<file path="src/rtl/l2_lru_port_scheduler.sv">
// Arbitrates the L2 LRU read port between the fill and access paths, and sequences
// the one-cycle follow-ups (victim way return, MRU update on hit).
module l2_lru_port_scheduler #(
  parameter int NUM_SETS        = 256,
  parameter int NUM_WAYS        = 8,
  parameter int MAX_FILL_STREAK = 4,
  parameter int SET_INDEX_WIDTH = (NUM_SETS > 1) ? $clog2(NUM_SETS) : 1,
  parameter int WAY_INDEX_WIDTH = (NUM_WAYS > 1) ? $clog2(NUM_WAYS) : 1,
  parameter int STREAK_WIDTH    = $clog2(MAX_FILL_STREAK + 1)
) (
  input  logic                       clk,
  input  logic                       reset,
  input  logic                       fill_req_valid,
  input  logic [SET_INDEX_WIDTH-1:0] fill_req_set,
  output logic                       fill_req_ready,
  output logic                       fill_way_valid,
  output logic [WAY_INDEX_WIDTH-1:0] fill_way,
  input  logic                       access_req_valid,
  input  logic [SET_INDEX_WIDTH-1:0] access_req_set,
  output logic                       access_req_ready,
  input  logic                       access_hit_valid,
  input  logic [WAY_INDEX_WIDTH-1:0] access_hit_way,
  output logic                       lru_fill_en,
  output logic [SET_INDEX_WIDTH-1:0] lru_fill_set,
  input  logic [WAY_INDEX_WIDTH-1:0] lru_fill_way,
  output logic                       lru_access_en,
  output logic [SET_INDEX_WIDTH-1:0] lru_access_set,
  output logic                       lru_access_update_en,
  output logic [WAY_INDEX_WIDTH-1:0] lru_access_update_way,
  output logic                       protocol_error,
  output logic [STREAK_WIDTH-1:0]    starve_count
);

  typedef enum logic [1:0] {
    GRANT_IDLE,
    GRANT_FILL,
    GRANT_ACCESS
  } grant_state_e;

  localparam logic [STREAK_WIDTH-1:0] STREAK_MAX = STREAK_WIDTH'(MAX_FILL_STREAK);

  grant_state_e                state_q, state_d;
  logic [STREAK_WIDTH-1:0]     streak_q, streak_d;
  logic                        perr_q;
  logic                        fill_grant, access_grant;
  logic                        hit_illegal;

  // Grants are gated by reset so every output reads 0 while reset is held.
  // NOTE: every signal assigned in always_comb gets a default first; a missing
  // branch would otherwise infer a latch.
  always_comb begin
    fill_grant   = 1'b0;
    access_grant = 1'b0;
    if (!reset) begin
      if (fill_req_valid && !(access_req_valid && streak_q == STREAK_MAX)) begin
        fill_grant = 1'b1;
      end else if (access_req_valid) begin
        access_grant = 1'b1;
      end
    end
  end

  always_comb begin
    streak_d = streak_q;
    if (!access_req_valid || access_grant) begin
      streak_d = '0;
    end else if (fill_grant && streak_q != STREAK_MAX) begin
      streak_d = streak_q + 1'b1;
    end
  end

  // State register: remembers which grant was issued last cycle.
  // NOTE: sequential state uses non-blocking assignments so every register
  // samples pre-edge values regardless of block ordering.
  always_ff @(posedge clk or posedge reset) begin
    if (reset) begin
      state_q  <= GRANT_IDLE;
      streak_q <= '0;
      perr_q   <= 1'b0;
    end else begin
      state_q  <= state_d;
      streak_q <= streak_d;
      if (hit_illegal) begin
        perr_q <= 1'b1;
      end
    end
  end

  always_comb begin
    state_d = GRANT_IDLE;
    if (fill_grant) begin
      state_d = GRANT_FILL;
    end else if (access_grant) begin
      state_d = GRANT_ACCESS;
    end
  end

  // A hit report is only meaningful in the cycle after an access grant.
  always_comb begin
    fill_req_ready        = fill_grant;
    access_req_ready      = access_grant;
    lru_fill_en           = fill_grant;
    lru_fill_set          = fill_grant ? fill_req_set : '0;
    lru_access_en         = access_grant;
    lru_access_set        = access_grant ? access_req_set : '0;
    fill_way_valid        = (state_q == GRANT_FILL);
    fill_way              = (state_q == GRANT_FILL) ? lru_fill_way : '0;
    lru_access_update_en  = (state_q == GRANT_ACCESS) && access_hit_valid;
    lru_access_update_way = lru_access_update_en ? access_hit_way : '0;
    hit_illegal           = access_hit_valid && (state_q != GRANT_ACCESS) && !reset;
    protocol_error        = perr_q;
    starve_count          = streak_q;
  end

endmodule

</file>
<file path="config.mk">
export PLATFORM = sky130hd
export DESIGN_NAME = l2_lru_port_scheduler
export DESIGN_NICKNAME = d
export VERILOG_FILES = /design/src/rtl/l2_lru_port_scheduler.sv
export SDC_FILE = /design/constraint.sdc
export NUM_CORES = 1
export LEC_CHECK = 0
export ABC_AREA = 1
export BUFFER_PORTS_ARGS = -buffer_cell sky130_fd_sc_hd__buf_2
export CORE_UTILIZATION = 30
export DETAILED_ROUTE_END_ITERATION = 7
export HOLD_SLACK_MARGIN = 0.03
export PLACE_DENSITY_LB_ADDON = 0.2
export SLEW_MARGIN = 20
export SYNTH_ARGS = -nofsm -noshare
export SYNTH_HDL_FRONTEND = slang
export SYNTH_SLANG_ARGS = --single-unit
</file>
<file path="constraint.sdc">
create_clock -name clk -period 1.5 [get_ports clk]
set_clock_uncertainty 0.1 [all_clocks]
set_input_delay 0.3 -clock clk [delete_from_list [all_inputs] [get_ports clk]]
set_output_delay 0.3 -clock clk [all_outputs]
set_load 0.005 [all_outputs]
</file>
Word level (Yosys, flattened, before mapping)

Index checks and enable logic that the tools add are counted.
W data, S select, Z words.

Register bits: 6
Latch bits: 0
Bits in writable memories: 0
ROM bits: 0
Input bits: 27
Output and inout bits: 32
Logic and storage cells: 33
Memories: 0

$add $sub $neg: 1
Multiply operators: 0
Divide/modulo/power cells: 0
$lt $le $gt $ge: 0
Equality and inequality tests: 5
Shift operators: 0
Multiplexer cells: 13
Bitwise logic cells: 0
Reductions and logical operators: 11

Operators by type and width:

| cell                  | number |
|---|---|
| $mux W8               | 2 |
| $mux W3               | 4 |
| $logic_and A1 B1 Y1   | 6 |
| $mux W1               | 5 |
| $mux W2               | 2 |
| $add A3 B1 Y3 const B | 1 |
| $eq A3 B3 Y1 const B  | 1 |
| $logic_not A1 Y1      | 3 |
| $ne A3 B3 Y1 const B  | 1 |
| $eq A2 B1 Y1 const B  | 1 |
| $eq A2 B2 Y1 const B  | 1 |
| $ne A2 B2 Y1 const B  | 1 |
| $reduce_bool A2 Y1    | 1 |
| $logic_or A1 B1 Y1    | 1 |

Logic depth before layout (Yosys ltp)

Gate-level depths: netlist of the first run.

Word-level depth: 9
Mapped depth: 8
Mapped depth without buffers: 7

Worst setup path after synthesis of the first run

No wires, ideal clock.

Kind: register to output
Start point: register streak_q[0] (netlist: starve_count[0])
End point: output lru_fill_en
Arrival time: 1158 ps
Data required time: 1100 ps
Slack: -58 ps
Stages on the path, launching flop included: 9
Buffers on the path: 1
Path through: dfrtp_1 -> inv_1 -> ha_1 -> nand3_2 -> nand2_2 -> inv_2 -> nand2_4 -> inv_1 -> buf_4

Longest elaborated chain between the ends: 6

Ends and longest elaborated chain:

| what                   | RTL line | source |
|---|---|---|
| start, declared        | 43       | `logic [STREAK_WIDTH-1:0] streak_q, streak_d;` |
| start signal, assigned | 82       | `streak_q <= streak_d;` |
| $eq A3 B3 Y1           | 55       | `if (fill_req_valid && !(access_req_valid && streak_q == STREAK_MAX)) begin` |
| $logic_and A1 B1 Y1    | 55       |  |
| $logic_not A1 Y1       | 55       |  |
| $logic_and A1 B1 Y1    | 55       |  |
| $mux W1                | 55       |  |
| $mux W1                | 54       | `if (!reset) begin` |
| end, declared          | 23       | `output logic lru_fill_en,` |

No other way between the ends.

Final worst setup path of the first run

Start point: register streak_q[1] (netlist: starve_count[1])
End point: output lru_fill_set[2]

Longest elaborated chain between the ends: 7

Ends and longest elaborated chain:

| what                | RTL line | source |
|---|---|---|
| $eq A3 B3 Y1        | 55       |  |
| $logic_and A1 B1 Y1 | 55       |  |
| $logic_not A1 Y1    | 55       |  |
| $logic_and A1 B1 Y1 | 55       |  |
| $mux W1             | 55       |  |
| $mux W1             | 54       |  |
| $mux W8             | 103      | `lru_fill_set = fill_grant ? fill_req_set : '0;` |
| end, declared       | 24       | `output logic [SET_INDEX_WIDTH-1:0] lru_fill_set,` |

No other way between the ends.

==> results.yml, run 1 <==
outcome:
  outcome: "complete, but fails checks"
  failed_checks: "design-rule violations, negative setup slack"
sta:
  rsz0062_at_grt: "yes"
  hold_slack_ps: 125
  setup_viol: 20
  hold_viol: 0
  fin_setup_tns_ps: -4340
  report.final.slew_viol_count: 0
  worst_slack_ps: -237
  slew_headroom_pct: 86.8
  fmax_ghz: 0.576
  period_minus_slack_ps: 1740
  worstMarginPinSlew_ps: 199
  fin_crit_sh_pct: 116
yosys:
  synthSimpleGateAreaFrac_pct: 37.1
  syn_avg_cell_area_sq_um: 5.99
  yosys.area_share.xor_xnor_pct: 0
  seq_area_frac_synth_pct: 28.2
  synth_top_family_by_area: "simple AND/OR/NAND/NOR gates"
  syn_area_sq_um: 533
  synth_compound_area_share_pct: 2.58
  synthCells: 89
  synth.distinct_cells: 15
  synthMuxAreaShare_pct: 0
  synth_nets: 118
  yosys_warnings: 0
  yosys_register_bits: 6
  synthAdderAreaFrac_pct: 4.69
floorplan:
  start_util_pct: 33.8
  fp.dieW_microns: 44.2
  io_pins: 59
  die_h_microns: 44.2
  die_area_sq_mm: 0.00195
  row_count: 14
  core_region_area_sq_mm: 0.00158
power_and_ir_drop:
  intPower_mw: 0.335
  p_switching_mw: 0.148
  power_frac_comb_pct: 32.8
  powerDensity_mw_per_mm2: 492
  p_leak_nw: 0.709
  switching_share_pct: 30.7
  clkPwrFrac_pct: 32.1
  ir_worst_vdd_mv: 0.312
  p_seq_share_pct: 35.1
clock_network:
  clk_latency_ps: 250
  cts_max_level: 1
  cts_buffer_depth: 2
  numCtsBuffers: 3
  clkSinkCount: 6
  cts.clk_slew.worst_paths_ps: 60
  cts_tree: "yes"
  cts_root_buf: "clkbuf_4"
critical_path:
  r2r_end: "starve_count[2]$_DFFE_PP0P_"
  crit_type: "flip-flop to primary output"
  critPathArrivalTime_ps: 1340
  worstPathRequired_ps: 1100
  r2r_start: "starve_count[0]$_DFFE_PP0P_"
  r2r_setup_slack_ps: 140
  r2r_cells: 7
  end_kind: "primary output"
  cp_max_fo: 5
  cp-start-kind: "flip-flop"
global_routing:
  grt_overflow: 0
  grt_use_met1_pct: 15.9
  grt_pass1_vias: 642
  antenna_found_initial: 0
  top_usage_layer: "met2"
  grt_max_degree: 11
  grt_usage_pct: 16.9
  met2_usage_pct: 33.2
  globalRouteMet3Util_pct: 3.67
  grt_pass1_wl_microns: 2390
flow_run:
  drv_cap: 0
detailed_routing:
  ant_nets: 0
  vias_per_cell: 4.30
  first_iter_violations: 20
  drc_errors: 4
  vias: 739
  dr.pass1.iters: 8
  avgRoutedWirePerCell_microns: 9.49
  routed_wl_microns: 1630
finish:
  drive_above_1_share_pct: 56.4
  antenna_cells: 0
  fill_cells: 146
  area_delta_synth_final_pct: 84.3
  fin_util_pct: 62.3
  nNetsFinal: 187
placement:
  dpl.hpwl_microns: 1190
  port_buffers: 58
  pre_cts_ws_ps: -18.1
  place.gp.congestion: 0.789
worst_hold_path:
  hold_path_class: "primary input to asynchronous set/reset pin"
==> cells in the mapped netlist <==
| library cell | n | area, sq um |
|---|---|---|
| nand2_4 | 2 | 22.5 |
| a21oi_1 | 1 | 5.00 |
| nand2_2 | 1 | 6.26 |
| ha_1 | 2 | 25.0 |
| nor2_1 | 24 | 90.1 |
| nor2_4 | 1 | 11.3 |
| dfrtp_1 | 6 | 150 |
| a31o_2 | 1 | 8.76 |
| nand3_1 | 3 | 15.0 |
| nand2_1 | 8 | 30.0 |
| nand3_2 | 1 | 10.0 |
| buf_4 | 2 | 15.0 |
| inv_2 | 1 | 3.75 |
| nand4_1 | 2 | 12.5 |
| inv_1 | 34 | 128 |
==> sequential cells by signal, summed over array words and instances, names as in the netlist <==
register	flops
protocol_error	1
state_q	2
starve_count	3
==> layer usage <==
| layer | wire [microns] | part of all wire, % |
|---|---|---|
| met4 | 16 | 0.98 |
| met2 | 866 | 53 |
| met1 | 615 | 38 |
| met5 | 0 | 0 |
| met3 | 134 | 8.2 |
==> final cells by class <==
class                           instances  area (sq um)  area share (%)
Clock buffer                            3          22.5            2.29
Inverter                               35           136            13.9
Timing Repair Buffer                   65           355            36.2
Multi-Input combinational cell         47           298            30.3
Tap cell                               16          20.0            2.04
Sequential cell                         6           150            15.3
==> how the worst max path moves through the flow <==
| stage | startpoint | depth (start not counted) | endpoint |
|---|---|---|---|
| finish | starve_count[1]$_DFFE_PP0P_ | 8 | lru_fill_set[2] |
| detailed placement | starve_count[0]$_DFFE_PP0P_ | 8 | lru_fill_set[2] |
| CTS | starve_count[0]$_DFFE_PP0P_ | 7 | lru_access_set[2] |
| global route | starve_count[0]$_DFFE_PP0P_ | 7 | lru_access_set[3] |
| global placement | starve_count[0]$_DFFE_PP0P_ | 8 | lru_fill_set[0] |
| floorplan | starve_count[0]$_DFFE_PP0P_ | 8 | lru_fill_en |
==> through the flow <==
stage | area, sq um | instances | power (mW)
3_5_place_dp | 863 | 165 | 0.303
4_1_cts | 952 | 171 | 0.477
6_report | 982 | 172 | 0.483
5_1_grt | 982 | 172 | 0.511
3_3_place_gp | 863 | 165 | 0.300
2_1_floorplan | 542 | 89 | 0.233
==> cells by family after synthesis <==
family / count (synthesis)
compound gates: 2
fa+ha+maj: 2
buf+inv: 37
flops: 6
simple gates: 42
==> power by group through the flow <==
stage          registers [mW]  clock network, mW  logic (mW)
3_3_place_gp            0.172                  0       0.129
4_1_cts                 0.170              0.158       0.150
6_report                0.170              0.155       0.158
3_5_place_dp            0.172                  0       0.131
5_1_grt                 0.170              0.166       0.175
2_1_floorplan           0.173                  0      0.0608
==> cell usage in the layout, fill, tap and decap left out, types with 2 or more instances in the layout <==
master	n
nor2_2	7
inv_2	2
nand2_4	4
inv_4	2
buf_6	2
nand4_1	2
nand3_1	3
inv_1	31
dfrtp_1	6
nor2_1	16
buf_2	56
nand2_1	8
clkbuf_4	3
buf_4	7
nor2_4	2
==> critical path: stages (launching register included) <==
cell and delay, ps:
dfrtp_1 380, inv_2 60, ha_4 160, nand3_4 60, nand2_4 70, inv_4 70
nand2_4 70, nor2_2 110, buf_2 110
==> what timing repair did <==
item                       CTS  global route
setup endpoints to repair   20            21
pin swaps                    3             0
resized for setup           10             8
buffers inserted             2             1
hold buffers                 0             0
gates cloned                 1             0
Power figures use the tool's default switching activity.
==> inputs of run 2 (changes only) <==
BUFFER_PORTS_ARGS = default   (was -buffer_cell sky130_fd_sc_hd__buf_2)
CORE_AREA = 2 2 39 41   (was default)
CORE_UTILIZATION = default   (was 30)
CTS_CLUSTER_SIZE = 30   (was default)
DIE_AREA = 0 0 41 43   (was default)
DONT_BUFFER_PORTS = 1   (was default)
RECOVER_POWER = 100   (was default)
==> results.yml, run 2 (synthesis gave the netlist of run 1 again) <==
global_routing:
  grt_overflow: 0
  grt_pass1_wl_microns: 1750
  antenna_found_initial: 0
  grt_pass1_vias: 443
  grt_usage_pct: 15.7
  grt_max_degree: 11
floorplan:
  start_util_pct: 38.5
  die_h_microns: 43
  core_region_area_sq_mm: 0.00138
  fp.dieW_microns: 41
  row_count: 14
  io_pins: 59
  die_area_sq_mm: 0.00176
detailed_routing:
  ant_nets: 0
  routed_wl_microns: 1240
  top_layer: "met4"
  drc_errors: 0
  vias: 554
  wl_met3_microns: 106
  avgRoutedWirePerCell_microns: 10.9
  vias_per_cell: 4.86
  wl_met1_microns: 439
  dr_wl_met2_microns: 677
  dr.pass1.iters: 4
  first_iter_violations: 5
sta:
  hold_viol: 0
  worstMarginPinSlew_ps: 388
  worst_slack_ps: -139
  fin_setup_tns_ps: -2410
  fmax_ghz: 0.610
  report.final.slew_viol_count: 0
  fin_crit_sh_pct: 109
  setup_viol: 20
  slew_headroom_pct: 74.1
  rsz0062_at_grt: "yes"
  period_minus_slack_ps: 1640
critical_path:
  crit_type: "flip-flop to primary output"
  worstPathRequired_ps: 1100
  end_kind: "primary output"
  cp-start-kind: "flip-flop"
  cp_max_fo: 5
  critPathArrivalTime_ps: 1240
  r2r_setup_slack_ps: 230
outcome:
  outcome: "complete, but fails checks"
  failed_checks: "negative setup slack"
placement:
  place.gp.congestion: 0.756
  port_buffers: 0
  dp.cells: 106
  placed_cell_area_sq_um: 566
  dpl.hpwl_microns: 852
finish:
  final_cell_mix: "inv_1 (30), nor2_2 (11), nand2_1 (8)"
  largest_reg_flops: 3
  nNetsFinal: 129
  drive_above_1_share_pct: 38.8
  area_delta_synth_final_pct: 38.3
  fill_cells: 129
  antenna_cells: 0
  instances_no_fill: 114
  fin_area_sq_um: 737
  final_common_cell: "inv_1"
power_and_ir_drop:
  p_leak_nw: 0.429
  finalPower_mw: 0.422
  powerDensity_mw_per_mm2: 573
  ir_worst_vdd_mv: 0.352
clock_network:
  cts.clk_slew.worst_paths_ps: 50
  numCtsBuffers: 3
  clkSinkCount: 6
  cts_buffer_depth: 2
  clk_latency_ps: 240
  cts_tree: "yes"
  cts_max_level: 1
  cts_root_buf: "clkbuf_4"
worst_hold_path:
  hold_path_class: "primary input to flip-flop"
flow_run:
  drv_cap: 0
-- run 2: cell type report --
cell class / instances / area, sq um / share of cell area, %
repair buffers: 7 / 51.3 / 6.96
multi-input cells: 47 / 354 / 48.0
well taps: 16 / 20.0 / 2.72
inverters: 35 / 139 / 18.8
flip-flops and latches: 6 / 150 / 20.4
clock buffers: 3 / 22.5 / 3.06
-- run 2: final timing paths --
kind | start | to | depth (start not counted)
max in group asynchronous | reset | protocol_error$_DFFE_PP0P_ | 3
worst min-delay path | access_req_valid | starve_count[2]$_DFFE_PP0P_ | 2
worst max-delay path | starve_count[1]$_DFFE_PP0P_ | lru_fill_set[4] | 7
worst min register to register | protocol_error$_DFFE_PP0P_ | protocol_error$_DFFE_PP0P_ | 1
min in group asynchronous | reset | starve_count[2]$_DFFE_PP0P_ | 3
worst max register to register | starve_count[0]$_DFFE_PP0P_ | starve_count[2]$_DFFE_PP0P_ | 7
-- run 2: what timing repair did --
action | CTS | global route
gates cloned | 1 | 0
hold buffers | 1 | 0
setup endpoints to repair | 20 | 23
hold endpoints to repair | 6 | 0
pin swaps | 2 | 0
resized for setup | 15 | 18
buffers inserted | 2 | 1
-- run 2: critical path, cell delays in order, from the launching register on --
cell     delay [ps]
dfrtp_1         350
inv_2            50
ha_4            160
nand3_4          60
nand2_4          80
inv_4            80
nand2_4          90
nor2_2          120
-- run 2: layer usage --
layer	up-vias	GRT usage, %
li1	268	-
met1	249	12.7
met2	35	26.9
met3	2	8.38
met4	0	10.0
met5	-	0
-- run 2: power breakdown --
group,internal (mW),switching (mW)
combinational,0.0386,0.0696
sequential,0.167,0.00263
clock,0.0902,0.0539
total,0.296,0.126
-- run 2: metrics by stage --
stage | hold WS, ps | setup slack, ps | util, %
3_5_place_dp | 143 | 56.6 | 40.9
2_1_floorplan | 30.7 | -18.5 | -
4_1_cts | 85.4 | -130 | 48.9
3_3_place_gp | 144 | 90.7 | 40.9
5_1_grt | 92.9 | -207 | 53.3
6_report | 93.1 | -139 | 53.3
==> inputs of run 3 (changes only) <==
SETUP_SLACK_MARGIN = 0.3   (was default)
==> results.yml, run 3 (synthesis gave the netlist of run 1 again) <==
sta:
  period_minus_slack_ps: 1710
  hold_viol: 0
  hold_slack_ps: 83.7
  report.final.slew_viol_count: 0
  setup_viol: 20
  fin_crit_sh_pct: 114
  slew_headroom_pct: 79.7
  worstMarginPinSlew_ps: 304
  fmax_ghz: 0.586
  worst_slack_ps: -207
  rsz0062_at_grt: "yes"
finish:
  final_common_cell: "inv_1"
  antenna_cells: 0
  nNetsFinal: 133
  area_delta_synth_final_pct: 64.6
  fill_cells: 126
  final_cell_mix: "inv_1 (28), nor2_4 (19), nand2_1 (8)"
  largest_reg_flops: 3
  drive_above_1_share_pct: 52.9
critical_path:
  critPathArrivalTime_ps: 1310
  worstPathRequired_ps: 1100
  r2r_start: "starve_count[0]$_DFFE_PP0P_"
  end_kind: "primary output"
  crit_type: "flip-flop to primary output"
  crit_start: "starve_count[1]$_DFFE_PP0P_"
  r2r_setup_slack_ps: 100
  r2r_cells: 8
  cp_max_fo: 4
  cp-start-kind: "flip-flop"
power_and_ir_drop:
  powerDensity_mw_per_mm2: 534
  power_frac_comb_pct: 29.5
  p_leak_nw: 0.460
  p_switching_mw: 0.161
  ir_worst_vdd_mv: 0.363
  finalPower_mw: 0.468
  intPower_mw: 0.307
  p_seq_share_pct: 36.5
  clkPwrFrac_pct: 34.0
  switching_share_pct: 34.4
outcome:
  outcome: "complete, but fails checks"
  failed_checks: "negative setup slack"
clock_network:
  cts_root_buf: "clkbuf_4"
  clkSinkCount: 6
  cts_tree: "yes"
  cts_max_level: 1
  clk_latency_ps: 250
  cts_buffer_depth: 2
  numCtsBuffers: 3
  cts.clk_slew.worst_paths_ps: 50
floorplan:
  fp.dieW_microns: 41
  start_util_pct: 38.5
  io_pins: 59
  die_h_microns: 43
  core_region_area_sq_mm: 0.00138
  die_area_sq_mm: 0.00176
  row_count: 14
global_routing:
  grt_overflow: 0
  grt_pass1_wl_microns: 1990
  grt_usage_pct: 17.2
  grt_max_degree: 7
  grt_pass1_vias: 481
  antenna_found_initial: 0
placement:
  dpl.hpwl_microns: 896
  port_buffers: 0
  pre_cts_ws_ps: 48.6
  place.gp.congestion: 0.801
worst_hold_path:
  hold_path_class: "primary input to flip-flop"
  hold-path-cell-count: 2
  min_from: "access_req_valid"
detailed_routing:
  wl_met3_microns: 120
  avgRoutedWirePerCell_microns: 12.3
  wl_met1_microns: 467
  vias: 560
  routed_wl_microns: 1450
  ant_nets: 0
  top_layer: "met3"
  first_iter_violations: 2
  dr_wl_met2_microns: 866
  dr.pass1.iters: 2
  drc_errors: 0
  vias_per_cell: 4.75
flow_run:
  drv_cap: 0
run 3: cell count changes in the layout (fill, tap and decap cells not counted), sizes merged:
cell	previous run	this run
buf	5	9
clkbuf	4	3
nand2	12	13
run 3: power groups by stage:
| stage | Combinational [mW] | Sequential, mW | Clock [mW] |
|---|---|---|---|
| 5_1_grt | 0.151 | 0.171 | 0.176 |
| 3_5_place_dp | 0.0776 | 0.172 | 0 |
| 3_3_place_gp | 0.0755 | 0.172 | 0 |
| 6_report | 0.138 | 0.171 | 0.159 |
| 4_1_cts | 0.109 | 0.170 | 0.164 |
| 2_1_floorplan | 0.0653 | 0.173 | 0 |
run 3: final cells by class:
type	count	area [sq um]	area share, %
Clock buffer	3	22.5	2.57
Inverter	35	141	16.1
Multi-Input combinational cell	48	457	52.1
Sequential cell	6	151	17.3
Tap cell	16	20.0	2.28
Timing Repair Buffer	10	85.1	9.70
run 3: critical path, stage by stage (launching register included):
cell,delay [ps]
dfrtp_1,370
inv_2,60
ha_4,160
nand3_4,90
nand2_4,90
inv_6,90
nand2_4,90
nor2_2,110
run 3: path summary, 6_finish.rpt:
check,to
setup reg to reg,state_q[1]$_DFF_PP0_
setup / recovery,lru_fill_set[3]
hold reg to reg,protocol_error$_DFFE_PP0P_
max in group asynchronous,state_q[1]$_DFF_PP0_
min in group asynchronous,state_q[0]$_DFF_PP0_
hold / removal,starve_count[2]$_DFFE_PP0P_
run 3: metal layers:
layer / vias up / track usage [%]
li1: 272 / -
met1: 249 / 15.2
met3: 0 / 8.38
met2: 39 / 31.6
met5: - / 0
met4: 0 / 4.67
run 3: repair_timing:
action	CTS	global route
pin swaps	8	5
setup endpoints to repair	29	35
setup buffers	3	3
endpoints found under the hold margin	6	0
hold buffers	1	0
gates cloned	2	0
gates resized for setup	32	21
run 3: per-stage QoR:
stage | area (sq um) | TNS [ps] | utilization, % | cells
finish | 877 | -3680 | 63.4 | 118
global route | 877 | -4810 | 63.4 | 118
CTS | 757 | -3520 | 54.7 | 115
detailed placement | 586 | 0 | 42.3 | 106
global placement | 586 | 0 | 42.3 | 106
floorplan | 562 | -24.2 | - | 89
